===== config.mk =====
export PLATFORM = sky130hd
export DESIGN_NAME = inst_axi_bridge
export DESIGN_NICKNAME = d
export VERILOG_FILES = /design/src/rtl/inst_axi_bridge.sv
export SDC_FILE = /design/constraint.sdc
export NUM_CORES = 1
export LEC_CHECK = 0
export CAP_MARGIN = 20
export CORE_ASPECT_RATIO = 0.75
export CORE_MARGIN = 5
export CORE_UTILIZATION = 27
export DETAILED_ROUTE_END_ITERATION = 6
export GPL_TIMING_DRIVEN = 0
export PLACE_DENSITY = 0.76
export SLEW_MARGIN = 20
export SYNTH_ARGS = -nofsm -noshare
export SYNTH_HDL_FRONTEND = slang
export SYNTH_SLANG_ARGS = --single-unit

===== constraint.sdc =====
create_clock -name clk -period 1.6 [get_ports clk]
set_input_delay 0.24 -clock clk [delete_from_list [all_inputs] [get_ports clk]]
set_output_delay 0.24 -clock clk [all_outputs]
set_load 0.03 [all_outputs]

===== src/rtl/inst_axi_bridge.sv =====
// inst_axi_bridge: instruction SRAM-like port to read-only AXI4 master (AR/R)
module inst_axi_bridge #(
    parameter int          MAX_OUTST = 2,
    parameter logic [3:0]  ARID_VAL  = 4'd0
) (
    input  logic        clk,
    input  logic        reset,
    input  logic        inst_sram_req,
    input  logic        inst_sram_wr,
    input  logic [1:0]  inst_sram_size,
    input  logic [31:0] inst_sram_addr,
    input  logic [3:0]  inst_sram_wstrb,
    input  logic [31:0] inst_sram_wdata,
    output logic        inst_sram_addr_ok,
    output logic        inst_sram_data_ok,
    output logic [31:0] inst_sram_rdata,
    output logic [3:0]  arid,
    output logic [31:0] araddr,
    output logic [7:0]  arlen,
    output logic [2:0]  arsize,
    output logic [1:0]  arburst,
    output logic [1:0]  arlock,
    output logic [3:0]  arcache,
    output logic [2:0]  arprot,
    output logic        arvalid,
    input  logic        arready,
    input  logic [3:0]  rid,
    input  logic [31:0] rdata,
    input  logic [1:0]  rresp,
    input  logic        rlast,
    input  logic        rvalid,
    output logic        rready,
    output logic        bridge_err
);
    localparam int CW = $clog2(MAX_OUTST + 1);
    typedef enum logic {IDLE, SEND} state_t;
    state_t        state;
    logic [CW-1:0] outst_cnt;
    logic [1:0]    size_q;
    logic          can_accept;
    logic          unused;
    assign unused = ^{inst_sram_wstrb, inst_sram_wdata, rid, rresp, rlast};
    // accept needs a free slot and an AR register that is empty or draining now
    assign can_accept        = inst_sram_req & ~inst_sram_wr & (outst_cnt < CW'(MAX_OUTST));
    assign inst_sram_addr_ok = ~reset & can_accept & (state == IDLE | arready);
    assign rready            = ~reset & (outst_cnt != '0);
    assign inst_sram_data_ok = rvalid & rready;
    assign inst_sram_rdata   = rdata;
    assign arvalid           = state == SEND;
    assign arsize            = {1'b0, size_q};
    assign arid              = ARID_VAL;
    assign arlen             = 8'd0;
    assign arburst           = 2'b01;
    assign arlock            = 2'b00;
    assign arcache           = 4'd0;
    assign arprot            = 3'd0;
    always_ff @(posedge clk) begin
        if (reset) begin
            state      <= IDLE;
            araddr     <= '0;
            size_q     <= '0;
            outst_cnt  <= '0;
            bridge_err <= 1'b0;
        end else begin
            if (inst_sram_addr_ok) begin
                araddr <= inst_sram_addr;
                size_q <= inst_sram_size;
                state  <= SEND;
            end else if (state == SEND && arready) begin
                state <= IDLE;
            end
            outst_cnt <= outst_cnt + CW'(inst_sram_addr_ok) - CW'(inst_sram_data_ok);
            if (inst_sram_req && inst_sram_wr) bridge_err <= 1'b1;
        end
    end
endmodule


==> out/metrics.yaml, run 1 <==
global_routing:
  groute.usage.overall_pct: 13.25
  grt_pass1_wl_microns: 10630
  grt_pass1_vias: 2157
  antenna_found_initial: 0
  grt_max_degree: 12
  busiest_layer: "met2"
  grt_use_met1_pct: 15.75
  grtUsageMet3_pct: 5.041
  globalRouteOverflowTotal: 0
  grt_use_met2_pct: 23.27
routing:
  detail_route.iter0.violations: 63
  detailedRoute.firstPassIterationCount: 4
  vias_per_cell: 4.335
  detail_route.wl_per_cell_microns: 14.41
  final_antenna_net_count: 0
  vias: 2120
  drcViolationCount: 0
  wirelength_microns: 7048
critical_path:
  start_kind: "flip-flop"
  cpMaxStageDelayCell: "or3b_4"
  cp_max_fo: 3
  worst-setup-path-type: "reg -> out"
  crit_family: "simple AND/OR/NAND/NOR gates"
  cp_cell_sequence: "or3b_4, nor3_4, buf_6"
  cpPeakStageDelay_ps: 410
  crit_path_end_kind: "output pin"
  path_buf_inv: 1
  timing.critical_path.arrival_ps: 1370
  worstPathRequired_ps: 1360
pwr:
  power.density_nw_per_um2: 731.9
  p_leak_uw: 0.002167
  peakVddDrop_mv: 0.2966
yosys:
  synthCells: 240
  syn_avg_cell_area_sq_um: 9.155
  synth_ff_type: "dfxtp_1"
  async_flop_share_pct: 0
  synth-seq-cells: 38
  synthDistinctLibCells: 26
  yosysWarnings: 0
  synth_area_sq_um: 2197
  synth_edf_count: 0
  ys_seq_area_share_pct: 34.62
clock_tree:
  clock_latency_ps: 280
  root_buffer: "clkbuf_8"
  cts_tree: "built"
  clk_pin_slew_worst_paths_ps: 70
  htreeDepth: 2
  numCtsBuffers: 5
  clockBufferDepth: 2
  cts.sinks: 38
cells_and_area:
  antenna_cells: 0
  nets: 500
  final_area_sq_um: 3790
  layout_common_cells: "clkdlybuf4s50_1, buf_4, dfxtp_1"
  drive_gt1_share_pct: 32.81
  final_common_cell: "clkdlybuf4s50_1"
  stdcell_count: 489
  areaGrowthSynthToFinish_pct: 72.49
timing:
  setup_violations: 1
  fin_tns_setup_ps: -5.800
  slew_violations: 0
  worstMarginPinSlew_ps: 711.6
  post-route-min-period_ps: 1606
  rsz0062_at_grt: "true"
  setup_ws_ps: -5.800
  maxSlewHeadroom_pct: 52.56
  clock_skew_ps: 7.063
  period_share_pct: 100.4
  whs_ps: 384.0
  clock.fmax_mhz: 622.7
  hold_violations: 0
outcome:
  violations: "negative setup slack"
  status: "complete, but fails checks"
place:
  pre_cts_slack_ps: -934.2
  routabilityCongestion: 0.7385
  dp_hpwl_microns: 5449
  dp_cells: 477
  placed_area_sq_um: 3527
  port-buffer-count: 110
floorplanning:
  die_h_microns: 88.12
  initial_core_util_pct: 27.75
  io_pins: 210
  row_count: 28
  die_w_microns: 114.2
  core_sq_um: 7918
  die_area_sq_um: 10060
hold_path:
  hp-class: "in -> reg"
job:
  max_cap_violations: 0
metrics by stage:
step | power (uW) | util (%)
2_1_floorplan | 1645 | -
3_3_place_gp | 1990 | 44.55
3_5_place_dp | 2003 | 44.55
4_1_cts | 2803 | 46.52
5_1_grt | 2915 | 47.87
6_report | 2774 | 47.87
report_power, final:
part           total, uW  internal, uW  switching [uW]
clock network        770           436             335
logic                959           431             528
registers           1040          1000            39.5
logic make-up (layout without fill, tap and decap cells):
logic type      after synthesis  after routing  synth area share [%]
compound gates               36             36                 18.45
fa+ha+maj                     2              2                 1.139
other cells                   2             24                0.3418
flops                        38             38                 34.62
xor+xnor                      2              2                0.7974
buf+inv                      81            203                 26.14
simple gates                 79             79                 18.51
cell type report:
cell class                      count  area, sq um
Tap cell                          105        131.4
Clock buffer                        8        110.1
Buffer                             76        555.5
Multi-Input combinational cell    143         1010
Sequential cell                    38        762.0
Inverter                            3        11.26
Fill cell                         793         4128
Timing Repair Buffer              116         1210
worst paths after layout:
kind,from,endpoint,slack (ps),depth (start not counted)
worst min-delay path,inst_sram_req,bridge_err,380,3
worst max-delay path,outst_cnt[1],inst_sram_addr_ok,-6,3
worst min register to register,araddr[25],araddr[25],470,2
worst max register to register,outst_cnt[1],outst_cnt[0],80,8
what timing repair did:
action	in CTS	in global routing
pin swaps	2	3
setup endpoints to repair	25	61
buffers inserted	4	2
hold buffers	0	0
gates resized for setup	22	50
sequential cells by signal (all words and copies together) (netlist names):
register,cells
arvalid,1
araddr,32
outst_cnt,2
bridge_err,1
size_q,2
layer usage:
metal  up-vias  wire length (microns)
li1       1047                      -
met1       981                   2925
met2        90                   3472
met3         2                    635
met4         0                     14
met5         -                      0
worst reg2reg max path, stage by stage (launching register included):
cell	delay (ps)
dfxtp_2	320
buf_4	150
nor2_4	110
nor2_2	40
and2_4	180
ha_4	250
inv_2	30
ha_4	190
nor2b_1	120
Yosys cell counts, types with 2 or more instances:
library cell / number / share of area (%)
nand2_1: 34 / 5.8
o211ai_2: 28 / 16
a21oi_1: 2 / 0.46
nor2_1: 4 / 0.68
conb_1: 2 / 0.34
buf_4: 56 / 19
ha_1: 2 / 1.1
dfxtp_1: 38 / 35
buf_12: 2 / 1.8
buf_2: 7 / 1.6
inv_1: 2 / 0.34
clkbuf_1: 10 / 1.7
o211ai_1: 6 / 2.0
nor2b_1: 2 / 0.57
nand4_1: 34 / 9.7
Power figures use the tool's default switching activity.
==> inputs of run 2 (changes only) <==
--- a/config.mk
+++ b/config.mk
@@ -8,3 +8,3 @@
 export CAP_MARGIN = 20
-export CORE_ASPECT_RATIO = 0.75
+export CORE_ASPECT_RATIO = 1.2
 export CORE_MARGIN = 5
--- a/constraint.sdc
+++ b/constraint.sdc
@@ -3,2 +3,2 @@
 set_output_delay 0.24 -clock clk [all_outputs]
-set_load 0.03 [all_outputs]
+set_load 0.005 [all_outputs]
==> run 2 against run 1 <==
Effect of this change: the run now ends clean; cell count is 2.2% lower; clock power is 15% lower; core utilization is 2.0 points lower; die area is 0.10% lower; worst hold slack worse by 25 ps; critical path depth stayed put; first-iteration DRC count is 13% lower; largest cell class unchanged.
==> out/metrics.yaml, run 2 (synthesis results as in run 1) <==
place:
  port-buffer-count: 110  # unchanged
  dp_hpwl_microns: 5366  # was 5449 microns
  routabilityCongestion: 0.7006  # was 0.7385
timing:
  clock_skew_ps: 4.325  # was 7.063 ps
  maxSlewHeadroom_pct: 53.66  # was 52.56%
  period_share_pct: 98.85  # was 100.4%
  fin_tns_setup_ps: 0  # was -5.800 ps
  post-route-min-period_ps: 1582  # was 1606 ps
  slew_violations: 0  # unchanged
  worstMarginPinSlew_ps: 695.1  # was 711.6 ps
  setup_violations: 0  # was 1
  hold_violations: 0  # unchanged
  rsz0062_at_grt: "true"  # unchanged
  clock.fmax_mhz: 632.3  # was 622.7 MHz
  whs_ps: 359.4  # was 384.0 ps
pwr:
  peakVddDrop_mv: 0.3564  # was 0.2966 mV
  power.density_nw_per_um2: 654.8  # was 731.9 nW/um^2
  p_leak_uw: 0.001673  # was 0.002167 uW
routing:
  vias_per_cell: 4.492  # was 4.335
  wirelength_met1_microns: 2696  # was 2925 microns
  detailedRoute.firstPassIterationCount: 4  # unchanged
  vias: 2147  # was 2120
  drcViolationCount: 0  # unchanged
  wirelength_microns: 6962  # was 7048 microns
  routed.top_layer: "met4"  # unchanged
  detail_route.iter0.violations: 55  # was 63
  wl_met3_microns: 695  # was 635 microns
  final_antenna_net_count: 0  # unchanged
  wl_met2_microns: 3514  # was 3472 microns
  detail_route.wl_per_cell_microns: 14.56  # was 14.41 microns
critical_path:
  cp_max_fo: 3  # unchanged
  path_buf_inv: 1  # unchanged
  worstPathRequired_ps: 1360  # about the same
  crit_path_end_kind: "output pin"  # unchanged
  crit_start: "outst_cnt[1]"  # unchanged
  timing.critical_path.arrival_ps: 1340  # was 1370 ps
  start_kind: "flip-flop"  # unchanged
  worst-setup-path-type: "reg -> out"  # unchanged
  cp_cell_sequence: "or3b_4, nor3_4, buf_2"  # was or3b_4, nor3_4, buf_6
  reg2reg_from: "outst_cnt[1]"  # unchanged
  cpPeakStageDelay_ps: 410  # about the same
  crit_family: "simple AND/OR/NAND/NOR gates"  # unchanged
  cpMaxStageDelayCell: "or3b_4"  # unchanged
cells_and_area:
  nets: 501  # was 500
  multi_input_area_sq_um: 1002  # was 1010 sq um
  layout_common_cells: "clkdlybuf4s50_1, buf_4, dfxtp_1"  # unchanged
  final_common_cell: "clkdlybuf4s50_1"  # unchanged
  largest_register_ffs: 32  # unchanged
  regMostFlops: "araddr"  # unchanged
  top_regs: "araddr x32, outst_cnt x2, size_q x2"  # unchanged
  areaGrowthSynthToFinish_pct: 67.48  # was 72.49%
  seqCellArea_sq_um: 762.0  # unchanged
  antenna_cells: 0  # unchanged
  nFillCells: 805  # was 793
  drive_gt1_share_pct: 32.11  # was 32.81%
clock_tree:
  cts.sinks: 38  # unchanged
  clockBufferDepth: 2  # unchanged
  clk_pin_slew_worst_paths_ps: 70  # about the same
  htreeDepth: 2  # unchanged
  root_buffer: "clkbuf_8"  # unchanged
  postCtsHoldBufs: 0  # unchanged
  clock_latency_ps: 280  # about the same
  cts_tree: "built"  # unchanged
  numCtsBuffers: 5  # unchanged
hold_path:
  min-delay-start: "inst_sram_req"  # unchanged
  hp-class: "in -> reg"  # unchanged
global_routing:
  antenna_found_initial: 0  # unchanged
  grt_pass1_wl_microns: 10780  # was 10630 microns
  groute.usage.overall_pct: 13.42  # was 13.25%
  globalRouteOverflowTotal: 0  # unchanged
  grt_pass1_vias: 2291  # was 2157
  grt_max_degree: 11  # was 12
floorplanning:
  core_sq_um: 8018  # was 7918 sq um
  initial_core_util_pct: 27.40  # was 27.75%
  die_area_sq_um: 10050  # was 10060 sq um
  row_count: 36  # was 28
  io_pins: 210  # unchanged
  die_h_microns: 108.8  # was 88.12 microns
  die_w_microns: 92.35  # was 114.2 microns
job:
  max_cap_violations: 0  # unchanged
outcome:
  status: "complete, no violations"  # was complete, but fails checks
-- run 2: cell count changes in the layout (fill, tap and decap cells not counted) --
cell and delta:
buf_4 +1, buf_6 -1, clkbuf_8 -2, clkdlybuf4s15_1 +1, clkdlybuf4s50_1 +29, dlygate4sd2_1 -1
dlymetal6s2s_1 -28, nor2_1 +1, nor2_4 -1
-- run 2: layout make-up --
type / instances / area share (%)
well taps: 95 / 3.230
flip-flops and latches: 38 / 20.71
clock buffers: 6 / 2.244
multi-input cells: 143 / 27.24
inverters: 3 / 0.3060
repair buffers: 117 / 31.18
plain buffers: 76 / 15.10
-- run 2: layer usage --
layer | track usage [%] | vias up
met1 | 14.75 | 983
met2 | 23.90 | 110
met4 | 3.928 | 0
met3 | 5.245 | 4
met5 | 0 | -
li1 | - | 1050
-- run 2: final timing paths --
path | to | slack [ps] | cells after the start
setup / recovery | inst_sram_addr_ok | 20 | 3
hold / removal | bridge_err | 360 | 3
setup reg to reg | outst_cnt[1] | 90 | 9
hold reg to reg | araddr[2] | 470 | 2
-- run 2: stage by stage --
step | std cells | util, % | instance area (sq um) | setup slack [ps] | power, uW
after global placement | 467 | 43.79 | 3511 | -783.5 | 1733
after global routing | 478 | 45.90 | 3680 | -65.05 | 2552
after detailed placement | 467 | 43.79 | 3511 | -781.9 | 1746
after floorplan | 262 | - | 2291 | -23.50 | 1386
after CTS | 478 | 45.54 | 3651 | -153.2 | 2434
final | 478 | 45.90 | 3680 | 18.35 | 2410
-- run 2: report_power, final --
group          internal (uW)  switching, uW  leakage (uW)
registers               1010           37.9      0.000311
clock network            333            323     0.0000431
logic                    437            274       0.00132
-- run 2: tightest hold or removal path, stage by stage --
cell and delay, ps:
dlygate4sd2_1 230, a21oi_1 70, nor2_1 70
-- run 2: timing repair --
item	in CTS	in global routing
gates resized for setup	16	17
setup buffers	5	2
pin swaps	3	4
gates cloned	0	0
endpoints found under the setup margin	25	34
